File: config.mk
export PLATFORM = sky130hd
export DESIGN_NAME = dmem_arbiter
export DESIGN_NICKNAME = d
export VERILOG_FILES = /design/src/rtl/dmem_arb_pkg.sv /design/src/rtl/rr_pick2.sv /design/src/rtl/dmem_arbiter.sv
export SDC_FILE = /design/constraint.sdc
export NUM_CORES = 1
export LEC_CHECK = 0
export CAP_MARGIN = 20
export CORE_AREA = 2 2 118 120
export CTS_BUF_LIST = sky130_fd_sc_hd__clkbuf_4 sky130_fd_sc_hd__clkbuf_8 sky130_fd_sc_hd__clkbuf_16
export DETAILED_ROUTE_END_ITERATION = 8
export DIE_AREA = 0 0 120 122
export PLACE_DENSITY = 0.74
export SLEW_MARGIN = 5
export SYNTH_ARGS = -nofsm -noshare
export SYNTH_HDL_FRONTEND = slang
export SYNTH_SLANG_ARGS = --single-unit
File: constraint.sdc
create_clock -name clk -period 4.1 [get_ports clk]
set_input_delay 0.82 -clock clk [delete_from_list [all_inputs] [get_ports clk]]
set_output_delay 0.82 -clock clk [all_outputs]
set_load 0.03 [all_outputs]
File: src/rtl/dmem_arb_pkg.sv
// Shared types and constants for the data-memory arbiter.
//   arb_state_t : arbiter FSM state (IDLE, OWN0, OWN1)
//   PORT_CPU/PORT_DMA : requester indices into the 2-bit valid/grant vectors
//   dmem_req_t  : one request beat {we, addr, wdata} at the default widths
//   own_state() : maps a port index to the matching ownership state
package dmem_arb_pkg;

  typedef enum logic [1:0] {
    IDLE = 2'd0,
    OWN0 = 2'd1,
    OWN1 = 2'd2
  } arb_state_t;

  localparam int PORT_CPU = 0;
  localparam int PORT_DMA = 1;

  localparam int DMEM_ADDR_W = 32;
  localparam int DMEM_DATA_W = 32;

  typedef struct packed {
    logic                   we;
    logic [DMEM_ADDR_W-1:0] addr;
    logic [DMEM_DATA_W-1:0] wdata;
  } dmem_req_t;

  function automatic arb_state_t own_state(input logic port);
    return port ? OWN1 : OWN0;
  endfunction

endpackage

File: src/rtl/rr_pick2.sv
// Combinational round-robin picker with burst hold for two requesters.
// Holds no state: the arbiter top owns the state/last/count registers.
//   i_valid      : request valid per port
//   i_state      : current arbiter state
//   i_last       : last port served (loses a tie from IDLE)
//   i_count      : beats granted to the current owner (saturating)
//   o_grant      : one-hot grant (or zero)
//   o_next_state, o_next_last, o_next_count : register next values
module rr_pick2
  import dmem_arb_pkg::*;
#(
  parameter int MAX_BURST = 4,
  parameter int CNT_W     = $clog2(MAX_BURST + 1)
) (
  input  logic [1:0]       i_valid,
  input  arb_state_t       i_state,
  input  logic             i_last,
  input  logic [CNT_W-1:0] i_count,
  output logic [1:0]       o_grant,
  output arb_state_t       o_next_state,
  output logic             o_next_last,
  output logic [CNT_W-1:0] o_next_count
);

  localparam logic [CNT_W-1:0] CNT_ONE = CNT_W'(1);
  localparam logic [CNT_W-1:0] CNT_MAX = CNT_W'(MAX_BURST);

  logic w_pick;   // port chosen from IDLE
  logic w_own;    // current owner while in OWNx
  logic w_stay;   // owner keeps the bus this cycle

  always_comb begin
    o_grant      = 2'b00;
    o_next_state = i_state;
    o_next_last  = i_last;
    o_next_count = i_count;
    w_pick       = 1'b0;
    w_own        = (i_state == OWN1);
    w_stay       = 1'b0;

    case (i_state)
      IDLE: begin
        if (|i_valid) begin
          // On a tie the port that was not served last wins.
          w_pick           = (&i_valid) ? ~i_last : i_valid[PORT_DMA];
          o_grant[w_pick]  = 1'b1;
          o_next_state     = own_state(w_pick);
          o_next_count     = CNT_ONE;
        end
      end
      OWN0, OWN1: begin
        // The owner may exceed the burst limit only while the other port is idle.
        w_stay = i_valid[w_own] && ((i_count < CNT_MAX) || !i_valid[~w_own]);
        if (w_stay) begin
          o_grant[w_own] = 1'b1;
          if (i_count < CNT_MAX) begin
            o_next_count = i_count + CNT_ONE;
          end
        end else if (i_valid[~w_own]) begin
          o_grant[~w_own] = 1'b1;
          o_next_state    = own_state(~w_own);
          o_next_count    = CNT_ONE;
          o_next_last     = w_own;
        end else begin
          o_next_state = IDLE;
          o_next_last  = w_own;
        end
      end
      default: o_next_state = IDLE;
    endcase
  end

endmodule

File: src/rtl/dmem_arbiter.sv
// Two-port arbiter in front of a single-port data memory
// (combinational read, clocked write). Port 0 is the CPU load/store unit,
// port 1 the program/data loader.
//   clk, rst_n          : clock, asynchronous active-low reset
//   reqN_valid/we/addr/wdata : request from port N
//   reqN_ready          : grant, same cycle as valid
//   reqN_rvalid/rdata   : registered read response, one cycle after grant
//   mem_addr/we/wd      : memory drive, muxed from the granted port
//   mem_rd              : memory combinational read data
//   o_dbg_state/last/count : FSM registers exposed for observation
//
// Handshake: a beat transfers in a cycle where valid & ready are both high.
// ready is a combinational function of valid and the FSM, never high
// without valid, and at most one port's ready is high per cycle. A
// requester keeps addr/we/wdata stable while valid & !ready. rvalid is a
// one-cycle pulse per granted read with no back-pressure; rdata holds
// until that port's next read response.
module dmem_arbiter
  import dmem_arb_pkg::*;
#(
  parameter int ADDR_W    = 32,
  parameter int DATA_W    = 32,
  parameter int MAX_BURST = 4
) (
  input  logic                             clk,
  input  logic                             rst_n,
  input  logic                             req0_valid,
  input  logic                             req0_we,
  input  logic [ADDR_W-1:0]                req0_addr,
  input  logic [DATA_W-1:0]                req0_wdata,
  output logic                             req0_ready,
  output logic                             req0_rvalid,
  output logic [DATA_W-1:0]                req0_rdata,
  input  logic                             req1_valid,
  input  logic                             req1_we,
  input  logic [ADDR_W-1:0]                req1_addr,
  input  logic [DATA_W-1:0]                req1_wdata,
  output logic                             req1_ready,
  output logic                             req1_rvalid,
  output logic [DATA_W-1:0]                req1_rdata,
  output logic [ADDR_W-1:0]                mem_addr,
  output logic                             mem_we,
  output logic [DATA_W-1:0]                mem_wd,
  input  logic [DATA_W-1:0]                mem_rd,
  output arb_state_t                       o_dbg_state,
  output logic                             o_dbg_last,
  output logic [$clog2(MAX_BURST+1)-1:0]   o_dbg_count
);

  localparam int CNT_W = $clog2(MAX_BURST + 1);

  typedef struct packed {
    logic              we;
    logic [ADDR_W-1:0] addr;
    logic [DATA_W-1:0] wdata;
  } req_t;

  arb_state_t       r_state, w_next_state;
  logic             r_last, w_next_last;
  logic [CNT_W-1:0] r_count, w_next_count;
  logic [1:0]       w_valid, w_pick_grant, w_grant;
  req_t             w_req0, w_req1, w_sel;
  logic             r_rvalid0, r_rvalid1;
  logic [DATA_W-1:0] r_rdata0, r_rdata1;

  assign w_valid = {req1_valid, req0_valid};

  rr_pick2 #(
    .MAX_BURST (MAX_BURST),
    .CNT_W     (CNT_W)
  ) u_pick (
    .i_valid      (w_valid),
    .i_state      (r_state),
    .i_last       (r_last),
    .i_count      (r_count),
    .o_grant      (w_pick_grant),
    .o_next_state (w_next_state),
    .o_next_last  (w_next_last),
    .o_next_count (w_next_count)
  );

  // Grants are forced low while reset is asserted so no memory write can
  // slip through during reset.
  assign w_grant    = w_pick_grant & {2{rst_n}};
  assign req0_ready = w_grant[PORT_CPU];
  assign req1_ready = w_grant[PORT_DMA];

  // With no grant the port-0 request drives the address/data lines.
  assign w_req0   = '{we: req0_we, addr: req0_addr, wdata: req0_wdata};
  assign w_req1   = '{we: req1_we, addr: req1_addr, wdata: req1_wdata};
  assign w_sel    = w_grant[PORT_DMA] ? w_req1 : w_req0;
  assign mem_addr = w_sel.addr;
  assign mem_wd   = w_sel.wdata;
  assign mem_we   = (|w_grant) & w_sel.we;

  always_ff @(posedge clk or negedge rst_n) begin
    if (!rst_n) begin
      r_state <= IDLE;
      r_last  <= 1'b1;
      r_count <= '0;
    end else begin
      r_state <= w_next_state;
      r_last  <= w_next_last;
      r_count <= w_next_count;
    end
  end

  always_ff @(posedge clk or negedge rst_n) begin
    if (!rst_n) begin
      r_rvalid0 <= 1'b0;
      r_rvalid1 <= 1'b0;
      r_rdata0  <= '0;
      r_rdata1  <= '0;
    end else begin
      r_rvalid0 <= w_grant[PORT_CPU] & ~req0_we;
      r_rvalid1 <= w_grant[PORT_DMA] & ~req1_we;
      if (w_grant[PORT_CPU] && !req0_we) begin
        r_rdata0 <= mem_rd;
      end
      if (w_grant[PORT_DMA] && !req1_we) begin
        r_rdata1 <= mem_rd;
      end
    end
  end

  assign req0_rvalid = r_rvalid0;
  assign req0_rdata  = r_rdata0;
  assign req1_rvalid = r_rvalid1;
  assign req1_rdata  = r_rdata1;

  assign o_dbg_state = r_state;
  assign o_dbg_last  = r_last;
  assign o_dbg_count = r_count;

endmodule

After elaboration in Yosys (flattened, before gate mapping)
Cells that the tools add are included.
{ "word_totals": {"reg_bits": 72, "latch_bits": 0, "ram_bits": 0, "romBits": 0, "in_bits": 166, "out_inout_bits": 139, "mem_count": 0} }
{ "op_classes": {"n_addsub": 1, "multipliers": 0, "div": 0, "order_cmp": 7, "eq_ne": 6, "shifts": 0, "mux": 27, "n_bitwise": 9, "reduce_logical": 19} }
{ "op_table": {"columns": ["operator", "n"], "rows": [
  ["$mux 65", 1],
  ["$mux 2", 8],
  ["$mux 3", 4],
  ["$mux 1", 8],
  ["$pmux 2 s2", 2],
  ["$logic_and 1x1->1", 6],
  ["$lt 1x2->1 const B", 3],
  ["$pmux 3 s2", 1],
  ["$reduce_and 2->1", 3],
  ["$reduce_or 2->1", 3],
  ["$not 1->1", 5],
  ["$reduce_and 4->1", 1],
  ["$add 3x1->3 const B", 1],
  ["$and 1x1->1", 3],
  ["$demux 1 s1", 3],
  ["$ge 1x1->1 const B", 3],
  ["$logic_not 1->1", 3],
  ["$lt 3x3->1 const B", 1],
  ["$ne 3x1->1 const B", 1],
  ["$ne 3x2->1 const B", 1],
  ["$and 2x2->2", 1],
  ["$eq 2x1->1 const B", 1],
  ["$eq 2x2->1 const B", 1],
  ["$logic_not 2->1", 1],
  ["other kinds (4)", 4]
]} }

Logic depth before layout (Yosys ltp)
{ "logic_depth": {"ltp_word": 12, "depth_mapped": 10} }

Modules after synthesis
Synthesis repeated with hierarchy kept, for this count alone.
{ "hier_totals": {"cells_unflattened": 306, "hier_area_um2": 3971.3} }
{ "modules_own_cells": {"columns": ["mod", "n_inst", "cells_per_inst", "area_each_um2"], "rows": [
  ["dmem_arbiter", 1, 223, 3409.5],
  ["rr_pick2", 1, 83, 561.8]
]} }

Least setup slack after synthesis
Ideal clock, no wire load.
{ "synth_path": {"kind": "register -> output", "startpoint": "register r_state[0], in the netlist o_dbg_state[0]", "endpoint": "output mem_addr[0]", "arrival_time_ns": 2.360, "required_time_ns": 3.280, "setup_slack_ns": 0.920, "path_stages_with_launch": 11, "path_buffers": 3, "path_cell_list": "dfrtp_1 > inv_1 > ha_1 > buf_6 > or2_2 > a21oi_1 > o211ai_1 > nand2_1 > buf_4 > buf_4 > mux2_2"} }
{ "synth_between": {"elab_chain_len": 11, "word_cells_on_any_way": 27, "cone_classes": "4 x order compare; 2 x eq/ne; 12 x mux; 2 x bitwise; 7 x reduce/logical"} }
{ "synth_lines": {"columns": ["element", "line_no", "rtl"], "rows": [
  ["from (decl)", "dmem_arbiter.sv:58", "arb_state_t r_state, w_next_state;"],
  ["from (signal assigned)", "dmem_arbiter.sv:102", "r_state <= w_next_state;"],
  ["$eq 2x2->1", "rr_pick2.sv:38, rr_pick2.sv:41", null],
  ["$not 1->1", "rr_pick2.sv:60", "o_grant[~w_own] = 1'b1;"],
  ["$lt 1x2->1 (implied by the code) or $ge 1x1->1 (tied branches)", "rr_pick2.sv:60", null],
  ["$logic_and 1x1->1 (implied by the code)", "rr_pick2.sv:60", null],
  ["$mux 1 (implied by the code)", "rr_pick2.sv:60", null],
  ["$demux 1 s1", null, null],
  ["$mux 2", "rr_pick2.sv:59", "end else if (i_valid[~w_own]) begin"],
  ["$mux 2", "rr_pick2.sv:54", "if (w_stay) begin"],
  ["$pmux 2 s2 *", "rr_pick2.sv:41", "case (i_state)"],
  ["$and 2x2->2 *", "dmem_arbiter.sv:84", "assign w_grant = w_pick_grant & {2{rst_n}};"],
  ["$mux 65 *", "dmem_arbiter.sv:91", "assign w_sel = w_grant[PORT_DMA] ? w_req1 : w_req0;"],
  ["to (decl)", "dmem_arbiter.sv:41", "output logic [ADDR_W-1:0] mem_addr,"]
]} }
Mark *: on every way between the ends. The rest lies on a longest branch, timed or not. The select of a mux whose other input is x is not followed.

Worst setup path after layout
{ "layout_path": {"startpoint": "input req1_valid", "endpoint": "output req0_ready"} }
{ "layout_between": {"elab_chain_len": 9, "word_cells_on_any_way": 20, "cone_classes": "2 x order compare; 11 x mux; 1 x bitwise; 6 x reduce/logical"} }
{ "layout_lines": {"columns": ["element", "line_no", "rtl"], "rows": [
  ["from (decl)", "dmem_arbiter.sv:34", "input logic req1_valid,"],
  ["$reduce_and 2->1", "rr_pick2.sv:45", "w_pick = (&i_valid) ? ~i_last : i_valid[PORT_DMA];"],
  ["$mux 1", "rr_pick2.sv:45", null],
  ["$lt 1x2->1 (implied by the code) or $ge 1x1->1 (tied branches)", "rr_pick2.sv:46", "o_grant[w_pick] = 1'b1;"],
  ["$logic_and 1x1->1 (implied by the code)", "rr_pick2.sv:46", null],
  ["$mux 1 (implied by the code)", "rr_pick2.sv:46", null],
  ["$demux 1 s1", null, null],
  ["$mux 2", "rr_pick2.sv:43", "if (|i_valid) begin"],
  ["$pmux 2 s2 *", "rr_pick2.sv:41", null],
  ["$and 2x2->2 *", "dmem_arbiter.sv:84", null],
  ["to (decl)", "dmem_arbiter.sv:31", "output logic req0_ready,"]
]} }
Marks and branches as above.

==> summary.md <==
| Metric | Value |
|---|---|
| Outcome | finished, final reports clean |
| Die extent in x | around 120 um |
| Worst EP arrival | 3.14 ns |
| Skew final | 0.00626 ns |
| Max H-tree Level | 3 |
| Slew headroom | 41.2% |
| Largest family of logic cells by synthesized area | multiplexers |
| Drt first pass iters | 4 |
| Mux contribution to synthesized area | a little over two fifths |
| RePlAce Congestion | 0.855 |
| Leakage power | roughly 3.7 nW |
| Clk sinks | 72 |
| Xor-xnor portion of the synthesized cell area | less than 1% |
| Netlist cell types | 36 |
| TNS Setup | 0 ns |
| Die height | 122 um |
| Unrepaired setup endpoints after global routing | false |
| Initial antenna violation count | 7 |
| Post-layout util | 57.7% |
| Die area | roughly 15000 um2 |
| FP Rows | 43 |
| Vias per Instance | 4.60 |
| Ports | 305 |
| Mapped Cells | 290 |
| Post-CTS Setup Inserts | 0 |
| Clk pwr share | 14.7% |
| Clock buffer depth | 2 |
| Post-synth EDFFs | 0 |
| IO buf count | ~300 |
| Clk slew on worst S/H paths | 0.06 ns |
| Worst setup margin | 0.135 ns |
| Drt wl/cell | 20.6 um |
| Post-CTS sizing | 0 |
| Initial Utilization | a little under a third |
| Synth Register Bits | 72 |
| VDD IR-drop max | ~0.42 mV |
| Dpl cell area | 7300 um2 |
| Layout area overhead | 90.3% |
| Critical path startpoint category | input port |
| Critical-path maximum fanout | 7 |
| Max Slew Vio Count | 0 |
| Routed Antenna Nets | 0 |
| Worst skew pair latency | 0.33 ns |
| GRT Util Overall | 21.4% |
| Vias | 3618 |
| Synthesized area | approximately 4100 um2 |
| Setup violations, final | 0 |
| Post-Place Cells | 762 |
| Final std cells w/o fill | 786 |
| Core footprint | 13500 um2 |
| Syn_area_per_cell | 14.1 um2 |
| Period utilization | 96.7% |
| Reg power frac | between 20% and 30% |
| Compound-Gate Fraction of Synth Area | about 3.7% |
| Synthesized Nets | around 460 |
| Fin crit period | roughly 4.0 ns |
| Nets | 764 |
| Iteration-0 DRC Markers | 201 |
| FMAX | roughly 0.25 GHz |
| Top FF cell, synth | dfrtp_1 |
| DP HPWL | 12900 um |
| Post-Synth Adder-Cell Area | 1.53% |
| Sw Pwr | between 2 and 2.5 mW |
| Fin area | ~7800 um2 |
| Final Total Pwr | 5.74 mW |
| Final hold violations | 0 |
| Hold crit path type | flop to flop |
| DRT Wirelength | 16200 um |
| Post-synth ARST share | 100% |
| Int Pwr | ~3.4 mW |
| GRT overflow | 0 |
| Yosys warns | 0 |
| First-pass GRT wire length | 23000 um |
| WS Path Type | input port to output port |
| Number of buffers created by CTS | 9 |
| Gate power share | 63.1% |
| Worst Setup End Kind | output port |
| Vias in the first global route | 3738 |
| Pre-CTS setup slack | 0.00510 ns |
| Root Buffer | clkbuf_16 |
| Largest net degree at the start of global routing | 73 |
| Fin Hold WS | 0.507 ns |
| Seq/Total Area, Yosys | ~44% |
| Synth Area in Simple Gates | about 4.5% |
| Least-Margin Pin Slew | just under 0.9 ns |
| Fraction of layout instances using a drive strength above 1 | 28.3% |
| Max_cap viols | 0 |
| TritonCTS clock tree | built |
| DR DRC count | 0 |
| Worst EP required | around 3.3 ns |
| Power per cell area | 736 nW/um2 |
| Sw Ratio | roughly 40% |
| Hold-fix buffers at CTS | 0 |
==> layout by cell type, fill, tap and decap left out, types with 2 or more instances in the layout <==
cell / count
nand3_1: 2
nor2b_1: 4
o211ai_1: 2
clkdlybuf4s50_1: 238
inv_1: 8
dlymetal6s2s_1: 58
mux2_2: 74
clkbuf_16: 9
nor3b_1: 2
dfrtp_1: 71
ha_1: 5
nand2_1: 8
bufinv_16: 2
nor2_1: 4
o21a_1: 2
diode_2: 8
nand2b_1: 4
buf_12: 5
a21oi_1: 5
mux2_4: 58
buf_4: 8
o21ai_0: 4
==> worst max-delay path, stage by stage <==
cell	delay (ns)
clkdlybuf4s50_1	0.55
buf_4	0.23
o21ai_0	0.28
a22oi_1	0.18
o32a_2	0.26
nor2_1	0.10
clkdlybuf4s50_1	0.72
==> flip-flops by register name, summed over array words and instances, names as in the netlist <==
| signal | count |
|---|---|
| o_dbg_state | 2 |
| req0_rvalid | 1 |
| req1_rvalid | 1 |
| req1_rdata | 32 |
| req0_rdata | 32 |
| o_dbg_count | 3 |
| o_dbg_last | 1 |
==> per-layer routing <==
metal	part of all wire [%]	vias to the layer above	global-route usage, %
li1	-	1673	-
met1	42	1729	27.5
met2	46	190	32.2
met3	11	22	10.3
met4	1.3	4	5.37
met5	0.17	-	0
==> power groups by stage <==
stage | registers (mW) | logic (mW) | clock network (mW)
after detailed placement | 1.29 | 3.64 | 0
final | 1.28 | 3.62 | 0.841
after floorplan | 1.95 | 1.55 | 0
after global routing | 1.33 | 3.79 | 0.903
after CTS | 1.28 | 3.66 | 0.872
after global placement | 1.26 | 3.62 | 0
==> synth_stat cells (all sizes together), types with 2 or more instances <==
cell,number,area [um2]
buf,18,153
o21ai,4,20.0
o211ai,2,15.0
nor3b,2,15.0
o21a,2,15.0
nand2,9,33.8
a21oi,5,25.0
nor2b,4,25.0
ha,5,62.6
nor2,4,15.0
nor3,2,21.3
nand3,2,10.0
nand2b,5,33.8
inv,8,30.0
dfrtp,71,1780
mux2,132,1700
==> logic make-up after synthesis <==
kind of cell	count (synthesis)
DFF	72
and+or+nand+nor	32
xor gates and xnor gates	1
buffers and inverters	26
adders and majority gates	5
AOI/OAI and AO/OA	22
muxes	132
==> final timing paths <==
check / end / slack [ns] / startpoint / depth (start not counted)
max: req0_ready / 0.14 / req1_valid / 7
min: req0_rdata[2] / 0.51 / req0_rdata[2] / 1
max reg2reg: req1_rdata[13] / 1.50 / o_dbg_state[0] / 8
min reg2reg: req0_rdata[2] / 0.51 / req0_rdata[2] / 1
max in group asynchronous: req1_rdata[21] / 2.81 / rst_n / 2
min in group asynchronous: req0_rdata[10] / 0.72 / rst_n / 2
==> cell type report <==
cell class                      count  area, um2
Antenna cell                        8       20.0
Timing Repair Buffer              310       3270
Tap cell                          180        225
Sequential cell                    72       1800
Multi-Input combinational cell    192       2110
Fill cell                        1097       5720
Inverter                            8       30.0
Clock buffer                       10        233
Clock inverter                      6       92.6
(Power assumes the default switching activity.)
